**src/rtl/mem_arbiter_pkg.sv**
```systemverilog
// Shared encodings for the I/D memory arbiter: FSM states, offer lock and
// the streak counter width helper.
package mem_arbiter_pkg;

    typedef enum logic [1:0] {
        ARB_IDLE   = 2'd0,
        ARB_WAIT_I = 2'd1,
        ARB_WAIT_D = 2'd2
    } arb_state_t;

    typedef enum logic [1:0] {
        LOCK_NONE = 2'd0,
        LOCK_I    = 2'd1,
        LOCK_D    = 2'd2
    } arb_lock_t;

    // Bits needed to hold 0..limit inclusive.
    function automatic int streak_w(input int limit);
        return (limit < 1) ? 1 : $clog2(limit + 1);
    endfunction

endpackage

```
**src/rtl/mem_arbiter_prio_sel.sv**
```systemverilog
// Combinational winner select: a pending lock wins, otherwise D has
// priority unless I has waited through STARVE_LIMIT consecutive D grants.
module arb_prio_sel
    import mem_arbiter_pkg::*;
#(
    parameter int STARVE_LIMIT = 4,
    parameter int SW           = streak_w(STARVE_LIMIT)
) (
    input  logic          d_valid,
    input  logic          i_valid,
    input  arb_lock_t     lock,
    input  logic [SW-1:0] streak,
    output logic          sel_d
);

    always_comb begin
        sel_d = 1'b0;
        unique case (lock)
            LOCK_D:  sel_d = 1'b1;
            LOCK_I:  sel_d = 1'b0;
            default: sel_d = d_valid && !(i_valid && (streak == SW'(STARVE_LIMIT)));
        endcase
    end

endmodule

```
**src/rtl/mem_arbiter.sv**
```systemverilog
// Shares a single-ported memory between fetch (I) and load/store (D):
// one outstanding transaction, response routed back to its owner.
module mem_arbiter
    import mem_arbiter_pkg::*;
#(
    parameter int AWIDTH       = 32,
    parameter int DWIDTH       = 32,
    parameter int STARVE_LIMIT = 4
) (
    input  logic                clk,
    input  logic                rst,
    input  logic                i_req_valid,
    output logic                i_req_ready,
    input  logic [AWIDTH-1:0]   i_addr,
    output logic                i_rsp_valid,
    output logic [DWIDTH-1:0]   i_rdata,
    input  logic                d_req_valid,
    output logic                d_req_ready,
    input  logic [AWIDTH-1:0]   d_addr,
    input  logic                d_we,
    input  logic [DWIDTH-1:0]   d_wdata,
    input  logic [DWIDTH/8-1:0] d_wstrb,
    output logic                d_rsp_valid,
    output logic [DWIDTH-1:0]   d_rdata,
    output logic                m_req_valid,
    input  logic                m_req_ready,
    output logic [AWIDTH-1:0]   m_addr,
    output logic                m_we,
    output logic [DWIDTH-1:0]   m_wdata,
    output logic [DWIDTH/8-1:0] m_wstrb,
    input  logic                m_rsp_valid,
    input  logic [DWIDTH-1:0]   m_rdata
);

    localparam int SW = streak_w(STARVE_LIMIT);

    arb_state_t    state, state_nxt;
    arb_lock_t     lock, lock_nxt;
    logic [SW-1:0] streak, streak_nxt;
    logic          sel_d;
    logic          accept;

    arb_prio_sel #(
        .STARVE_LIMIT (STARVE_LIMIT),
        .SW           (SW)
    ) u_prio_sel (
        .d_valid (d_req_valid),
        .i_valid (i_req_valid),
        .lock    (lock),
        .streak  (streak),
        .sel_d   (sel_d)
    );

    // Read data is only qualified by the matching rsp_valid.
    assign i_rdata = m_rdata;
    assign d_rdata = m_rdata;
    assign m_wdata = d_wdata;

    always_comb begin
        state_nxt   = state;
        lock_nxt    = lock;
        streak_nxt  = streak;
        m_req_valid = 1'b0;
        m_addr      = i_addr;
        m_we        = 1'b0;
        m_wstrb     = '0;
        i_req_ready = 1'b0;
        d_req_ready = 1'b0;
        i_rsp_valid = 1'b0;
        d_rsp_valid = 1'b0;
        accept      = 1'b0;
        // Everything stays quiet while reset is held.
        if (!rst) begin
            unique case (state)
                ARB_IDLE: begin
                    m_req_valid = i_req_valid | d_req_valid;
                    accept      = m_req_valid && m_req_ready;
                    if (sel_d) begin
                        m_addr      = d_addr;
                        m_we        = d_we;
                        m_wstrb     = d_wstrb;
                        d_req_ready = m_req_valid && m_req_ready;
                    end else begin
                        i_req_ready = m_req_valid && m_req_ready;
                    end
                    if (accept) begin
                        state_nxt = sel_d ? ARB_WAIT_D : ARB_WAIT_I;
                        lock_nxt  = LOCK_NONE;
                        if (sel_d && i_req_valid)
                            streak_nxt = (streak == SW'(STARVE_LIMIT)) ? streak : streak + SW'(1);
                        else
                            streak_nxt = '0;
                    end else if (m_req_valid) begin
                        // Hold the offer on the same requester until memory takes it.
                        lock_nxt = sel_d ? LOCK_D : LOCK_I;
                    end
                end
                ARB_WAIT_I: begin
                    i_rsp_valid = m_rsp_valid;
                    if (m_rsp_valid) state_nxt = ARB_IDLE;
                end
                ARB_WAIT_D: begin
                    d_rsp_valid = m_rsp_valid;
                    if (m_rsp_valid) state_nxt = ARB_IDLE;
                end
                default: state_nxt = ARB_IDLE;
            endcase
        end
    end

    always_ff @(posedge clk) begin
        if (rst) begin
            state  <= ARB_IDLE;
            lock   <= LOCK_NONE;
            streak <= '0;
        end else begin
            state  <= state_nxt;
            lock   <= lock_nxt;
            streak <= streak_nxt;
        end
    end

endmodule

```
**config.mk**
```make
export PLATFORM = sky130hd
export DESIGN_NAME = mem_arbiter
export DESIGN_NICKNAME = d
export VERILOG_FILES = /design/src/rtl/mem_arbiter_pkg.sv /design/src/rtl/mem_arbiter_prio_sel.sv /design/src/rtl/mem_arbiter.sv
export SDC_FILE = /design/constraint.sdc
export NUM_CORES = 1
export LEC_CHECK = 0
export ABC_AREA = 1
export ABC_CLOCK_PERIOD_IN_PS = 3000
export CAP_MARGIN = 10
export CORE_AREA = 2 2 106 108
export CTS_BUF_LIST = sky130_fd_sc_hd__clkbuf_16
export CTS_CLUSTER_SIZE = 20
export DETAILED_ROUTE_END_ITERATION = 10
export DIE_AREA = 0 0 108 110
export PLACE_DENSITY = 0.71
export RECOVER_POWER = 25
export SLEW_MARGIN = 20
export SYNTH_ARGS = -nofsm -noshare
export SYNTH_HDL_FRONTEND = slang
export SYNTH_SLANG_ARGS = --single-unit
export TNS_END_PERCENT = 100
```
**constraint.sdc**
```tcl
create_clock -name clk -period 3 [get_ports clk]
set_input_delay 0.9 -clock clk [delete_from_list [all_inputs] [get_ports clk]]
set_output_delay 0.9 -clock clk [all_outputs]
set_load 0.01 [all_outputs]
```
==> results by group, run 1 <==
Placement
  – I/O Buffers: 116
  – Post-detailed-placement half-perimeter wirelength: 5.53 mm
  – Gpl congestion: 0.709

Timing
  – Slew margin rel.: 80.0%
  – Worst Clk Skew: 0.00214 ns
  – Final hold vios: 0
  – WHS: 0.475 ns
  – Worst-Margin Slew: 0.300 ns
  – Final worst-path cycle share: 96.2%
  – F_max: 347 MHz
  – Final Setup Violations: 0
  – Unrepaired setup endpoints after global routing: no
  – Max Slew Vio Count: 0
  – Min Tclk post-route: 2.89 ns

Status
  – Status: completed

Routing
  – Drt total wl: 7.35 mm
  – Routed length on met3: 1.31 mm
  – DR iter-0 viols: 43
  – First-pass DRT Iterations: 4
  – WL/cell: 16.0 um
  – Highest routed layer: met4
  – DR vias/cell: 3.78
  – Post-Route M1 WL: 2.57 mm
  – Final ANT Viol Nets: 0
  – Vias: 1737
  – Routed wl met2: 3.35 mm
  – # DRC: 0

Critical path
  – Crit Path Max Fanout: 3
  – Critical Path Stages: 4
  – R2R cell count: 9
  – Type of origin of the critical path: input port
  – CP bufs+invs: 2
  – Max stage delay on crit path: 0.53 ns
  – Worst EP required: 2.10 ns
  – Worst Setup SP: m_req_ready
  – Critical Path End: i_req_ready
  – CP cell instances: clkdlybuf4s50_1, nand3_2, nor3_1, dlygate4sd2_1
  – Cell family with most CP delay: buffers and inverters
  – CP Capture Type: output port
  – FF-to-FF setup slack: 1.49 ns
  – Slowest CP cell: clkdlybuf4s50_1
  – R2r startpoint: state[0]
  – Reg-to-Reg End: streak[2]
  – CP arrival: 1.99 ns
  – Setup CP Type: input port to output port

Clock tree
  – Clk pin slew, worst setup/hold paths: 0.04 ns
  – H-tree depth: 1
  – Total CTS buffers: 3
  – Clock buffer depth: 2
  – Root Buffer: clkbuf_16
  – CTS tree: built
  – Latest clock arrival within the worst-skew pair: 0.23 ns
  – Clock Sinks: 7

Global routing
  – First-pass GRT wire length: 9.53 mm
  – Initial antenna violation count: 0
  – Largest net degree at the start of global routing: 22
  – Vias in the first global route: 1669
  – GRT Util Overall: 10.8%
  – Grt ovf: 0

Layout
  – Commonest cells after routing, fill and taps aside: clkdlybuf4s50_1, inv_1, buf_2, nand2_1, nor2_1
  – P&R area growth vs syn: 43.1%
  – Diode count: 0
  – # nets final: 465
  – # fillers: 1195
  – Share of layout cells above drive strength 1: 28.2%
  – Share of the core filled with cells: 23.4%
  – Commonest non-fill, non-tap cell in the layout: clkdlybuf4s50_1

Power
  – Power share of the combinational group: 70.3%
  – Int Pwr: 0.692 mW
  – Power Dens Cells: 474 nW/um2
  – Sw Share: 41.5%
  – Sw power: 0.492 mW
  – Leak: 1.33 nW
  – VDD IR-drop max: 259 uV
  – Clock power share: 19.2%
  – Sequential power share: 10.6%

Die
  – Floorplan row count: 38
  – Die span in y: 110 um
  – Die area: 11900 um2
  – Starting Density: 16.3%
  – Chip width: 108 um
  – IO Count: 277
  – Core area: 10700 um2

Synth
  – Synth Warn #: 0
  – Post-synthesis register bit count: 7
  – Post-synth EDFFs: 0
  – Sequential area share after synthesis: 8.02%
  – Cells after Synth: 286
  – Post-synthesis cell area: 1750 um2
  – Syn avg cell area: 6.11 um2
  – Netlist cell types: 21
  – Post-synth top flop: dfxtp_1
  – Async SR Flop Fraction: 0%
  – Synth Net Count: 431

Min path
  – HP Class: register to register

Flow run
  – Maximum Capacitance Violations: 0
per-layer routing:
metal / GRT usage (%) / up-vias
met5: 0 / -
met4: 3.21 / 0
met3: 7.41 / 12
met2: 18.8 / 152
met1: 10.4 / 746
li1: - / 827
power groups by stage:
stage | Clock (mW) | Combinational [mW] | Sequential (mW)
3_3_place_gp | 0 | 0.756 | 0.125
5_1_grt | 0.237 | 0.908 | 0.128
3_5_place_dp | 0 | 0.774 | 0.127
4_1_cts | 0.232 | 0.805 | 0.125
2_1_floorplan | 0 | 0.508 | 0.123
6_report | 0.227 | 0.832 | 0.125
through the flow:
step	total power [mW]	TNS [ns]	setup slack (ns)	instance area, um2	std cells
detailed placement	0.900	-20.86	-0.579	2380	447
global route	1.27	0	0.0486	2500	459
global placement	0.881	-19.15	-0.536	2380	447
finish	1.18	0	0.115	2500	459
CTS	1.16	-0.408	-0.0400	2430	458
floorplan	0.631	0	0.417	1750	286
cells in the mapped netlist (2+ instances only):
cell / number / area share (%)
buf_6: 4 / 2.6
buf_4: 99 / 43
nand3_1: 3 / 0.86
dfxtp_1: 7 / 8.0
nand3_2: 2 / 1.1
inv_1: 50 / 11
inv_2: 2 / 0.43
o21ai_0: 2 / 0.57
nor2_1: 23 / 4.9
nand2_1: 42 / 9.0
o21ai_1: 32 / 9.2
nand2_2: 2 / 0.72
ha_1: 6 / 4.3
a21oi_1: 5 / 1.4
worst min-delay path by stage:
stage	from	end	depth (start not counted)
6_report	lock[1]	lock[1]	2
2_1_floorplan	lock[1]	lock[1]	2
5_1_grt	lock[1]	lock[1]	2
3_3_place_gp	lock[1]	lock[1]	2
4_1_cts	lock[1]	lock[1]	2
3_5_place_dp	lock[1]	lock[1]	2
cell type report:
| cell class | count | area [um2] | share of cell area [%] |
|---|---|---|---|
| repair buffers | 133 | 1210 | 48.6 |
| multi-input cells | 123 | 694 | 27.8 |
| inverters | 52 | 195 | 7.81 |
| well taps | 140 | 175 | 7.01 |
| flip-flops and latches | 7 | 140 | 5.61 |
| clock buffers | 3 | 75.1 | 3.00 |
| clock inverters | 1 | 3.75 | 0.150 |
state kept, by name, summed over array words and instances, names as in the netlist:
signal / cells
lock: 2
state: 2
streak: 3
worst register-to-register path, delay by kind of cell, from the launching register on:
family | cells | cell delay [ns]
buffers and inverters | 3 | 0.29
adders and majority gates | 1 | 0.33
and+or+nand+nor | 5 | 0.52
DFF | 1 | 0.32
cell families after synthesis:
family,Yosys count,share of synthesized area (%)
xor+xnor,1,0.502
buf+inv,156,56.6
compound gates,40,11.6
flops,7,8.02
simple gates,76,19.0
fa+ha+maj,6,4.30
repair_timing:
action / in CTS / in global routing
hold buffers: 0 / 0
buffers inserted: 4 / 0
endpoints found under the setup margin: 42 / 25
gates cloned: 3 / 2
endpoints found under the hold margin: 0 / 0
resized for setup: 170 / 23
pin swaps: 1 / 3
Power figures use the tool's default switching activity.
==> run 2: changes to the inputs <==
--- a/config.mk
+++ b/config.mk
@@ -15,7 +15,7 @@
 export DIE_AREA = 0 0 108 110
 export PLACE_DENSITY = 0.71
 export RECOVER_POWER = 25
-export SLEW_MARGIN = 20
+export SLEW_MARGIN = 40
 export SYNTH_ARGS = -nofsm -noshare
 export SYNTH_HDL_FRONTEND = slang
 export SYNTH_SLANG_ARGS = --single-unit
==> results of run 2 <==
Same layout as run 1: the final DEF is identical, and so are final timing and power.
==> run 3: changes to the inputs <==
--- a/config.mk
+++ b/config.mk
@@ -15,6 +15,7 @@
 export DIE_AREA = 0 0 108 110
 export PLACE_DENSITY = 0.71
 export RECOVER_POWER = 25
+export REMOVE_ABC_BUFFERS = 1
 export SLEW_MARGIN = 40
 export SYNTH_ARGS = -nofsm -noshare
 export SYNTH_HDL_FRONTEND = slang
==> run 3 against run 2 <==
  * Sequential power barely moved
  * Hold slack improved by 0.020 ns
  * Critical path depth unchanged
  * Global-route usage rose by 14 points
  * Maximum frequency down 2.9%
  * First-iteration DRC count increased by 23%
  * Sequential cell count unchanged
  * Die area is the same
  * Via count increased by 10%
  * Critical endpoint unchanged
  * Highest routed layer is now met5
==> results by group, run 3 (synthesis results as in run 1) <==
Status
  – Status: completed

Layout
  – Register area: 140 um2 (unchanged)
  – Multi-input logic area: 746 um2 (+7.4%)
  – Finished Cell Area: 2580 um2 (+3.4%)
  – # fillers: 1201 (+0.50%)
  – Regs by FF count: streak: 3 flops, lock: 2 flops, state: 2 flops
  – Largest register FFs: 3 (unchanged)
  – # nets final: 466 (+0.22%)
  – Commonest cells after routing, fill and taps aside: clkdlybuf4s50_1, inv_1, nand2_1, buf_2, nor2_1
  – P&R area growth vs syn: 47.9%
  – Diode count: 0 (unchanged)
  – Reg with most FFs: streak
  – Share of layout cells above drive strength 1: 25.9% (-2.3 points)
  – Commonest non-fill, non-tap cell in the layout: clkdlybuf4s50_1

Critical path
  – R2R cell count: 10 (+1)
  – CP arrival: 2.07 ns (+0.08 ns)
  – Crit Path Max Fanout: 3 (unchanged)
  – Type of origin of the critical path: input port
  – Worst EP required: 2.10 ns (about the same)
  – Setup CP Type: input port to output port
  – CP Capture Type: output port

Power
  – VDD IR-drop max: 162 uV (-37%)
  – Final Power: 1.25 mW (+5.7%)
  – Power Dens Cells: 485 nW/um2 (+2.3%)
  – Leak: 1.30 nW (-1.5%)

Routing
  – WL/cell: 33.5 um (+110%)
  – # DRC: 0 (unchanged)
  – First-pass DRT Iterations: 4 (unchanged)
  – Vias: 1914 (+10%)
  – DR vias/cell: 4.16 (+10%)
  – Final ANT Viol Nets: 0 (unchanged)
  – Drt total wl: 15.4 mm (+110%)
  – DR iter-0 viols: 53 (+23%)

Timing
  – Final worst-path cycle share: 99.0% (+2.8 points)
  – Final worst setup slack: 0.0293 ns (-0.0855 ns)
  – Worst Clk Skew: 0.00178 ns (-0.000360 ns)
  – Final hold vios: 0 (unchanged)
  – Worst-Margin Slew: 0.220 ns (-0.0796 ns)
  – WHS: 0.494 ns (+0.0197 ns)
  – Unrepaired setup endpoints after global routing: no
  – Min Tclk post-route: 2.97 ns (+0.0855 ns)
  – Max Slew Vio Count: 0 (unchanged)
  – Slew margin rel.: 85.3% (+5.3 points)
  – Final Setup Violations: 0 (unchanged)
  – F_max: 337 MHz (-2.9%)

Die
  – Core area: 10700 um2 (unchanged)
  – Die span in y: 110 um (unchanged)
  – Die area: 11900 um2 (unchanged)
  – Starting Density: 16.3% (unchanged)
  – Chip width: 108 um (unchanged)
  – Floorplan row count: 38 (unchanged)
  – IO Count: 277 (unchanged)

Clock tree
  – Latest clock arrival within the worst-skew pair: 0.24 ns (about the same)
  – Clock Sinks: 7 (unchanged)
  – Root Buffer: clkbuf_16
  – Clk pin slew, worst setup/hold paths: 0.04 ns (about the same)
  – H-tree depth: 1 (unchanged)
  – Total CTS buffers: 3 (unchanged)
  – Clock buffer depth: 2 (unchanged)
  – CTS tree: built

Min path
  – HP Class: register to register
  – Hold Path Cell Cnt: 2 (unchanged)

Placement
  – I/O Buffers: 116 (unchanged)
  – Place WS: -0.679 ns (-0.100 ns)
  – Post-detailed-placement half-perimeter wirelength: 14.1 mm (+150%)
  – Placement-stage cell area: 2400 um2 (+0.63%)
  – Gpl congestion: 0.904 (+27%)

Global routing
  – Initial antenna violation count: 1 (+1)
  – Largest net degree at the start of global routing: 18 (-18%)
  – Grt ovf: 0 (unchanged)
  – GRT Util Overall: 25.2% (+14 points)
  – First-pass GRT wire length: 18.8 mm (+97%)
  – Vias in the first global route: 1993 (+19%)

Flow run
  – Maximum Capacitance Violations: 0 (unchanged)
## run 3: cell types whose count changed in the layout (fill, tap and decap cells not counted)
cell,previous run,this run
buf_12,4,3
clkdlybuf4s15_2,0,1
o21ai_4,0,8
buf_6,1,4
dlymetal6s2s_1,3,0
buf_4,6,12
o21ai_2,17,4
o21ai_1,15,20
nand2_2,7,5
dlygate4sd2_1,2,8
buf_16,2,3
clkbuf_16,5,4
buf_2,38,27
nand2_4,1,3
## run 3: layout make-up
type / instances / share of cell area, %
Clock buffer: 3 / 2.91
Clock inverter: 1 / 0.145
Inverter: 52 / 7.56
Multi-Input combinational cell: 123 / 28.9
Sequential cell: 7 / 5.43
Tap cell: 140 / 6.78
Timing Repair Buffer: 134 / 48.3
## run 3: power by group
group | total (mW) | internal [mW] | switching (mW)
Clock | 0.232 | 0.174 | 0.0577
Combinational | 0.893 | 0.438 | 0.455
Sequential | 0.126 | 0.112 | 0.0141
## run 3: metal layers
metal	wire (um)	up-vias	part of all wire, %	GRT usage (%)
met1	2620	783	17	11.4
met5	105	-	0.68	5.80
met4	1070	4	6.9	16.1
met2	7750	260	50	46.6
met3	3870	41	25	28.7
li1	-	826	-	-
## run 3: metrics by stage
step	TNS, ns	std cells	util (%)
after floorplan	0	182	-
final	0	460	24.1
after global routing	0	460	24.1
after CTS	-0.0117	459	23.5
after detailed placement	-21.70	449	22.4
after global placement	-21.76	449	22.4
## run 3: final timing paths
check | start | to | slack (ns)
max | m_req_ready | i_req_ready | 0.03
max reg2reg | lock[0] | streak[2] | 1.52
min | lock[1] | lock[1] | 0.49
min reg2reg | lock[1] | lock[1] | 0.49
## run 3: worst max-delay path, stage by stage
cell and delay (ns):
clkdlybuf4s50_1 0.53, nand3_2 0.12, nor3_1 0.22, dlygate4sd2_1 0.30
## run 3: repair_timing
action / 4_1_cts / 5_1_grt
gates resized for setup: 174 / 18
setup endpoints to repair: 42 / 32
hold endpoints to repair: 0 / 0
hold buffers: 0 / 0
gates cloned: 3 / 1
setup buffers: 3 / 0
pin swaps: 2 / 4
